[config.mk]
export PLATFORM = sky130hd
export DESIGN_NAME = fetch_queue_unit
export DESIGN_NICKNAME = d
export VERILOG_FILES = /design/src/rtl/fetch_queue_unit_pkg.sv /design/src/rtl/fetch_queue_unit_sync_fifo.sv /design/src/rtl/fetch_queue_unit.sv
export SDC_FILE = /design/constraint.sdc
export NUM_CORES = 1
export LEC_CHECK = 0
export CAP_MARGIN = 15
export CORE_MARGIN = 2
export CORE_UTILIZATION = 45
export CTS_BUF_LIST = sky130_fd_sc_hd__clkbuf_4 sky130_fd_sc_hd__clkbuf_8
export CTS_CLUSTER_DIAMETER = 150
export DETAILED_ROUTE_END_ITERATION = 8
export PLACE_DENSITY = 0.72
export SLEW_MARGIN = 20
export SYNTH_ARGS = -nofsm -noshare
export SYNTH_HDL_FRONTEND = slang
export SYNTH_SLANG_ARGS = --single-unit
[constraint.sdc]
create_clock -name clock -period 3 [get_ports clock]
set_input_delay 0.45 -clock clock [delete_from_list [all_inputs] [get_ports clock]]
set_output_delay 0.45 -clock clock [all_outputs]
set_load 0.03 [all_outputs]
[src/rtl/fetch_queue_unit_pkg.sv]
// Shared defaults for the fetch stage and the IF/ID entry layout.
// Queue entries are packed as {instruction, pc_next}, with the instruction in the upper bits.
package fetch_queue_unit_pkg;

    localparam int ADDR_W_DEF   = 16;
    localparam int INSTR_W_DEF  = 16;
    localparam int PC_STEP_DEF  = 2;
    localparam int RESET_PC_DEF = 0;
    localparam int DEPTH_DEF    = 4;
    localparam int MAX_OUT_DEF  = 4;

    // Bits needed to count from 0 up to and including n.
    function automatic int cnt_w(input int n);
        return $clog2(n + 1);
    endfunction

endpackage

[src/rtl/fetch_queue_unit_sync_fifo.sv]
// Prefetch queue: synchronous FIFO with flush, registered storage and an occupancy count.
// Flush beats push/pop; a push and a pop in the same cycle leave the count unchanged.
module sync_fifo
    import fetch_queue_unit_pkg::*;
#(
    parameter int WIDTH = INSTR_W_DEF + ADDR_W_DEF,
    parameter int DEPTH = DEPTH_DEF,
    localparam int CW   = cnt_w(DEPTH),
    localparam int PW   = $clog2(DEPTH)
) (
    input  logic             clock,
    input  logic             reset,
    input  logic             i_push,
    input  logic             i_pop,
    input  logic             i_flush,
    input  logic [WIDTH-1:0] i_data,
    output logic [WIDTH-1:0] o_head,
    output logic [CW-1:0]    o_count
);

    logic [WIDTH-1:0] r_mem [DEPTH];
    logic [PW-1:0]    r_rd_ptr;
    logic [PW-1:0]    r_wr_ptr;
    logic [CW-1:0]    r_count;
    logic             w_push;
    logic             w_pop;

    function automatic logic [PW-1:0] ptr_next(input logic [PW-1:0] p);
        return (p == PW'(DEPTH - 1)) ? '0 : p + PW'(1);
    endfunction

    assign w_push  = i_push & ~i_flush;
    assign w_pop   = i_pop & ~i_flush & (r_count != '0);
    assign o_head  = r_mem[r_rd_ptr];
    assign o_count = r_count;

    always_ff @(posedge clock) begin
        if (w_push) begin
            r_mem[r_wr_ptr] <= i_data;
        end
    end

    always_ff @(posedge clock) begin
        if (!reset || i_flush) begin
            r_rd_ptr <= '0;
            r_wr_ptr <= '0;
            r_count  <= '0;
        end else begin
            if (w_push) r_wr_ptr <= ptr_next(r_wr_ptr);
            if (w_pop)  r_rd_ptr <= ptr_next(r_rd_ptr);
            if (w_push && !w_pop)      r_count <= r_count + CW'(1);
            else if (!w_push && w_pop) r_count <= r_count - CW'(1);
        end
    end

    // The issue credit upstream must make a push into a full queue impossible.
    a_no_overflow: assert property (@(posedge clock) disable iff (!reset)
        !(w_push && !w_pop && r_count == CW'(DEPTH)));

endmodule

[src/rtl/fetch_queue_unit.sv]
// Instruction-fetch stage: in-order requests to instruction memory, prefetch queue to decode,
// branch redirects that discard stale in-flight responses, halt, and a sticky protocol error.
module fetch_queue_unit
    import fetch_queue_unit_pkg::*;
#(
    parameter int                ADDR_W   = ADDR_W_DEF,
    parameter int                INSTR_W  = INSTR_W_DEF,
    parameter int                PC_STEP  = PC_STEP_DEF,
    parameter logic [ADDR_W-1:0] RESET_PC = ADDR_W'(RESET_PC_DEF),
    parameter int                DEPTH    = DEPTH_DEF,
    parameter int                MAX_OUT  = MAX_OUT_DEF
) (
    input  logic               clock,
    input  logic               reset,
    output logic               imem_req_valid,
    input  logic               imem_req_ready,
    output logic [ADDR_W-1:0]  imem_req_addr,
    input  logic               imem_rsp_valid,
    input  logic [INSTR_W-1:0] imem_rsp_data,
    input  logic               redirect_valid,
    input  logic [ADDR_W-1:0]  redirect_addr,
    input  logic               halt,
    input  logic               id_ready,
    output logic               id_valid,
    output logic [INSTR_W-1:0] id_instruction,
    output logic [ADDR_W-1:0]  id_pc_next,
    output logic               protocol_error
);

    localparam int OW = cnt_w(MAX_OUT);
    localparam int CW = cnt_w(DEPTH);
    localparam int SW = OW + CW + 1;
    localparam int EW = INSTR_W + ADDR_W;
    localparam logic [ADDR_W-1:0] STEP = ADDR_W'(PC_STEP);

    logic [ADDR_W-1:0] r_fetch_pc;
    logic [ADDR_W-1:0] r_rsp_pc;
    logic [OW-1:0]     r_outstanding;
    logic [OW-1:0]     r_drop_cnt;
    logic              r_protocol_error;
    logic [CW-1:0]     w_q_count;
    logic [EW-1:0]     w_head;
    logic [SW-1:0]     w_reserved;
    logic              w_credit_ok;
    logic              w_req_fire;
    logic              w_rsp_err;
    logic              w_rsp_ok;
    logic              w_push;
    logic              w_pop;

    // Both channels transfer only on a cycle where valid and ready are high together; valid never
    // waits on ready. Slots are reserved for every live in-flight request; a same-cycle pop adds no credit.
    assign w_reserved     = SW'(w_q_count) + SW'(r_outstanding) - SW'(r_drop_cnt);
    assign w_credit_ok    = w_reserved < SW'(DEPTH);
    assign imem_req_valid = reset & ~redirect_valid & ~halt
                          & (r_outstanding < OW'(MAX_OUT)) & w_credit_ok;
    assign imem_req_addr  = r_fetch_pc;
    assign w_req_fire     = imem_req_valid & imem_req_ready;

    // An unsolicited response only raises the error flag; it is never queued.
    assign w_rsp_err = imem_rsp_valid & (r_outstanding == '0);
    assign w_rsp_ok  = imem_rsp_valid & ~w_rsp_err;
    assign w_push    = w_rsp_ok & ~redirect_valid & (r_drop_cnt == '0);

    assign id_valid       = reset & (w_q_count != '0) & ~redirect_valid;
    assign w_pop          = id_valid & id_ready;
    assign id_instruction = w_head[EW-1 -: INSTR_W];
    assign id_pc_next     = w_head[ADDR_W-1:0];
    assign protocol_error = r_protocol_error;

    sync_fifo #(
        .WIDTH (EW),
        .DEPTH (DEPTH)
    ) u_queue (
        .clock   (clock),
        .reset   (reset),
        .i_push  (w_push),
        .i_pop   (w_pop),
        .i_flush (redirect_valid),
        .i_data  ({imem_rsp_data, r_rsp_pc + STEP}),
        .o_head  (w_head),
        .o_count (w_q_count)
    );

    always_ff @(posedge clock) begin
        if (!reset) begin
            r_fetch_pc       <= RESET_PC;
            r_rsp_pc         <= RESET_PC;
            r_outstanding    <= '0;
            r_drop_cnt       <= '0;
            r_protocol_error <= 1'b0;
        end else begin
            if (redirect_valid) begin
                r_fetch_pc <= redirect_addr;
                r_rsp_pc   <= redirect_addr;
            end else begin
                if (w_req_fire) r_fetch_pc <= r_fetch_pc + STEP;
                if (w_push)     r_rsp_pc   <= r_rsp_pc + STEP;
            end

            if (w_req_fire && !w_rsp_ok)      r_outstanding <= r_outstanding + OW'(1);
            else if (!w_req_fire && w_rsp_ok) r_outstanding <= r_outstanding - OW'(1);

            // Every request still in flight at a redirect belongs to the old path.
            if (redirect_valid)                     r_drop_cnt <= r_outstanding - OW'(w_rsp_ok);
            else if (w_rsp_ok && r_drop_cnt != '0)  r_drop_cnt <= r_drop_cnt - OW'(1);

            if (w_rsp_err) r_protocol_error <= 1'b1;
        end
    end

endmodule

==> results by group <==
Timing
  – Slew Viols, Final: 0
  – Worst-margin pin slew: ~0.6 ns
  – Post-route setup slack: -0.120 ns
  – Fin. Hold Viols: 0
  – Setup tns final: -0.166 ns
  – Achievable Freq: ~320 MHz
  – Final setup viols: 2
  – RSZ-0062 raised after global routing: true
  – Slew HR: 0.590
  – Clock Skew: 0.0145 ns
  – Min Tclk post-route: roughly 3.1 ns
  – Tcrit/Tclk final: 1.04

Clock network
  – CTS root buffer: clkbuf_8
  – Clock latency on the worst-skew pair: approximately 0.45 ns
  – Clk buf depth: 2
  – Hold buffer count at cts: 0
  – # clock sinks: ~180
  – Cts bufs inserted: 17
  – Clock-pin slew of the registers on the worst-case setup and hold paths: approximately 0.09 ns
  – Htree depth: 4
  – CTS tree: done

Yosys
  – Post-synthesis register bit count: roughly 180
  – Top post-synthesis cells by area: edfxtp_1 51%, dfxtp_1 13%, mux4_2 9.6%, xor2_1 3.4%, ha_1 2.7%
  – Synth Cell Area: around 7500 µm²
  – Count of cell types in the netlist: 46
  – Mapped Cells: about 500
  – Syn Area/Cell: between 10 and 15 µm²
  – Sequential cell area fraction in the yosys report: 0.641
  – Syn nets: approximately 570
  – Top cell type's share of synthesized area: 0.513
  – Synth warn: 0
  – Asr flop ratio synth: 0
  – Synth Flop Type: edfxtp_1
  – Cell type with the largest total area after synthesis: edfxtp_1
  – EDFF count, synth: around 130

Global route
  – Number of antenna violations at the first check in global routing: 0
  – Pin count of the biggest net entering global routing: 33
  – Vias in the first global route: approximately 4600
  – First-pass GRT wire length: around 23000 µm
  – Grt total ovfl: 0
  – GRT Total Usage: 0.171

Layout
  – Post-route cell area: between 9000 and 10000 µm²
  – Fill cell count: approximately 1300
  – Layout area overhead: 22.7%
  – Number of diodes: 0
  – Final core utilization: 0.561
  – Commonest non-fill, non-tap cell in the layout: edfxtp_1
  – Multi-input logic area: approximately 2500 µm²
  – Storage cell area: 4810 µm²
  – Fin nets: 673
  – Layout cells sized above 1: 0.167
  – Most frequent cells in the layout: 128 x edfxtp_1, 87 x clkdlybuf4s50_1, 46 x dfxtp_1, 33 x a21oi_1, 32 x mux4_2

Floorplanning
  – Boundary Pins: 90
  – Initial Utilization: 0.457
  – Die area: between 15000 and 20000 µm²
  – Num rows: 47
  – Chip height: between 100 and 150 µm
  – Core ar.: 16400 µm²
  – Die X: between 100 and 150 µm

Worst setup path
  – Type of destination of the critical path: primary output
  – WS Path Type: reg -> out
  – R2R depth: 14
  – Critical path startpoint category: flip-flop
  – Critical Path RT: 2.55 ns
  – Worst R2R Setup Slack: -0.05 ns
  – R2r endpoint: r_outstanding[2]$_SDFFE_PN0P_
  – Reg2Reg Launch Point: r_outstanding[1]$_SDFFE_PN0P_
  – Arrival @ worst endpoint: about 2.7 ns
  – Critical-path maximum fanout: 2

Placed design
  – PortBufs: between 80 and 90
  – Area after DPL: approximately 8800 µm²
  – Post-DP HPWL: 9420 µm
  – RD Place Congestion: around 0.86

Outcome
  – Run status: finished, violations left
  – Failing checks: negative setup slack

Power and ir drop
  – Pwr per Cell Area: 595 nW/µm²
  – Leak Pwr: 0.00310 µW
  – Max IR drop VDD: 0.459 mV

Job
  – Max_cap viols: 0

Detailed routing
  – Post-DR wirelength/cell: 16.9 µm
  – Detailed Route Iter0 Violations: ~250
  – Pre-antenna DRT Iters: 4
  – Post-route DRC: 0
  – Vias: around 4400
  – Vias/cell: 5.23
  – DRT antenna net count: 0
  – Routed WL: approximately 14000 µm

Worst hold path
  – Hold Path End: imem_req_addr[0]$_SDFFE_PN0P_
  – Hold depth: 2
  – Tightest Hold Check Type: reg -> reg
  – HP Start: imem_req_addr[0]$_SDFFE_PN0P_
[sequential cells by signal (all words and copies together) (netlist names), named ones only]
register / flops
u_queue.r_wr_ptr: 2
protocol_error: 1
u_queue.r_rd_ptr: 2
u_queue.o_count: 3
r_outstanding: 3
r_drop_cnt: 3
imem_req_addr: 16
r_rsp_pc: 16
u_queue.r_mem: 128
[worst max path at each step]
stage | from | to | slack, ns | cells past startpoint
after global routing | r_outstanding[1]$_SDFFE_PN0P_ | r_outstanding[2]$_SDFFE_PN0P_ | -0.21 | 14
after CTS | r_outstanding[1]$_SDFFE_PN0P_ | r_outstanding[2]$_SDFFE_PN0P_ | -0.05 | 14
after floorplan | r_outstanding[1]$_SDFFE_PN0P_ | r_outstanding[2]$_SDFFE_PN0P_ | -0.006 | 14
final | r_outstanding[1]$_SDFFE_PN0P_ | imem_req_valid | -0.12 | 10
after detailed placement | r_outstanding[1]$_SDFFE_PN0P_ | r_outstanding[2]$_SDFFE_PN0P_ | -0.02 | 14
after global placement | r_outstanding[1]$_SDFFE_PN0P_ | r_outstanding[2]$_SDFFE_PN0P_ | 0.04 | 14
[area by class of cell]
class                      count  area share
clock buffer                  18      0.0262
clock inverter                14      0.0173
inverter                      20     0.00816
multi-input combinational    288       0.273
sequential                   176       0.522
tap                          220      0.0299
timing repair buffer         111       0.123
[kinds of logic (layout without fill, tap and decap cells)]
kind of cell	count (synthesis)	in the layout	synth area share
DFF	176	176	0.641
and+or+nand+nor	108	108	0.0782
AOI/OAI and AO/OA	79	79	0.0636
xor gates and xnor gates	45	45	0.0526
buffers and inverters	44	163	0.0262
muxes	36	36	0.101
adders and majority gates	20	20	0.0374
[routing by layer]
metal | GRT usage | wire, µm
met5 | 0 | 0
met4 | 0.0567 | 194
met3 | 0.0361 | 631
met2 | 0.283 | 6920
met1 | 0.229 | 6560
[Yosys cell counts, drive strengths merged (6+ instances only)]
library cell,n
ha,16
o211ai,6
dfxtp,48
nor3,12
o21ai,21
buf,11
inv,20
xor2,29
nand2,23
and2,6
nand3,15
a21oi,35
mux4,32
nor2,23
xnor2,16
clkbuf,13
edfxtp,128
and3,8
[per-stage QoR]
step                total power [µW]  setup slack [ns]  std cells  hold WS [ns]
floorplan                       3540          -0.00561        508         0.454
global placement                3900            0.0352        813         0.462
finish                          5480            -0.120        847         0.466
detailed placement              3930           -0.0217        813         0.458
CTS                             5540           -0.0488        846         0.471
global route                    5750            -0.207        847         0.483
[repair_timing]
item	in CTS	in global routing
pin swaps	2	1
buffers inserted	1	1
gates resized for setup	3	1
setup endpoints to repair	2	2
[where the power goes]
part	switching, µW	internal, µW
registers	87.1	2740
clock network	837	760
logic	592	462
[worst max-delay path, stage by stage (launching register included)]
cell,delay (ns)
dfxtp_4,0.36
inv_2,0.04
fa_1,0.53
inv_1,0.04
ha_1,0.26
nand3b_1,0.12
and4bb_2,0.28
buf_4,0.14
buf_6,0.11
o211a_1,0.21
buf_6,0.14
Note: power is estimated with default switching activity, not from simulation.
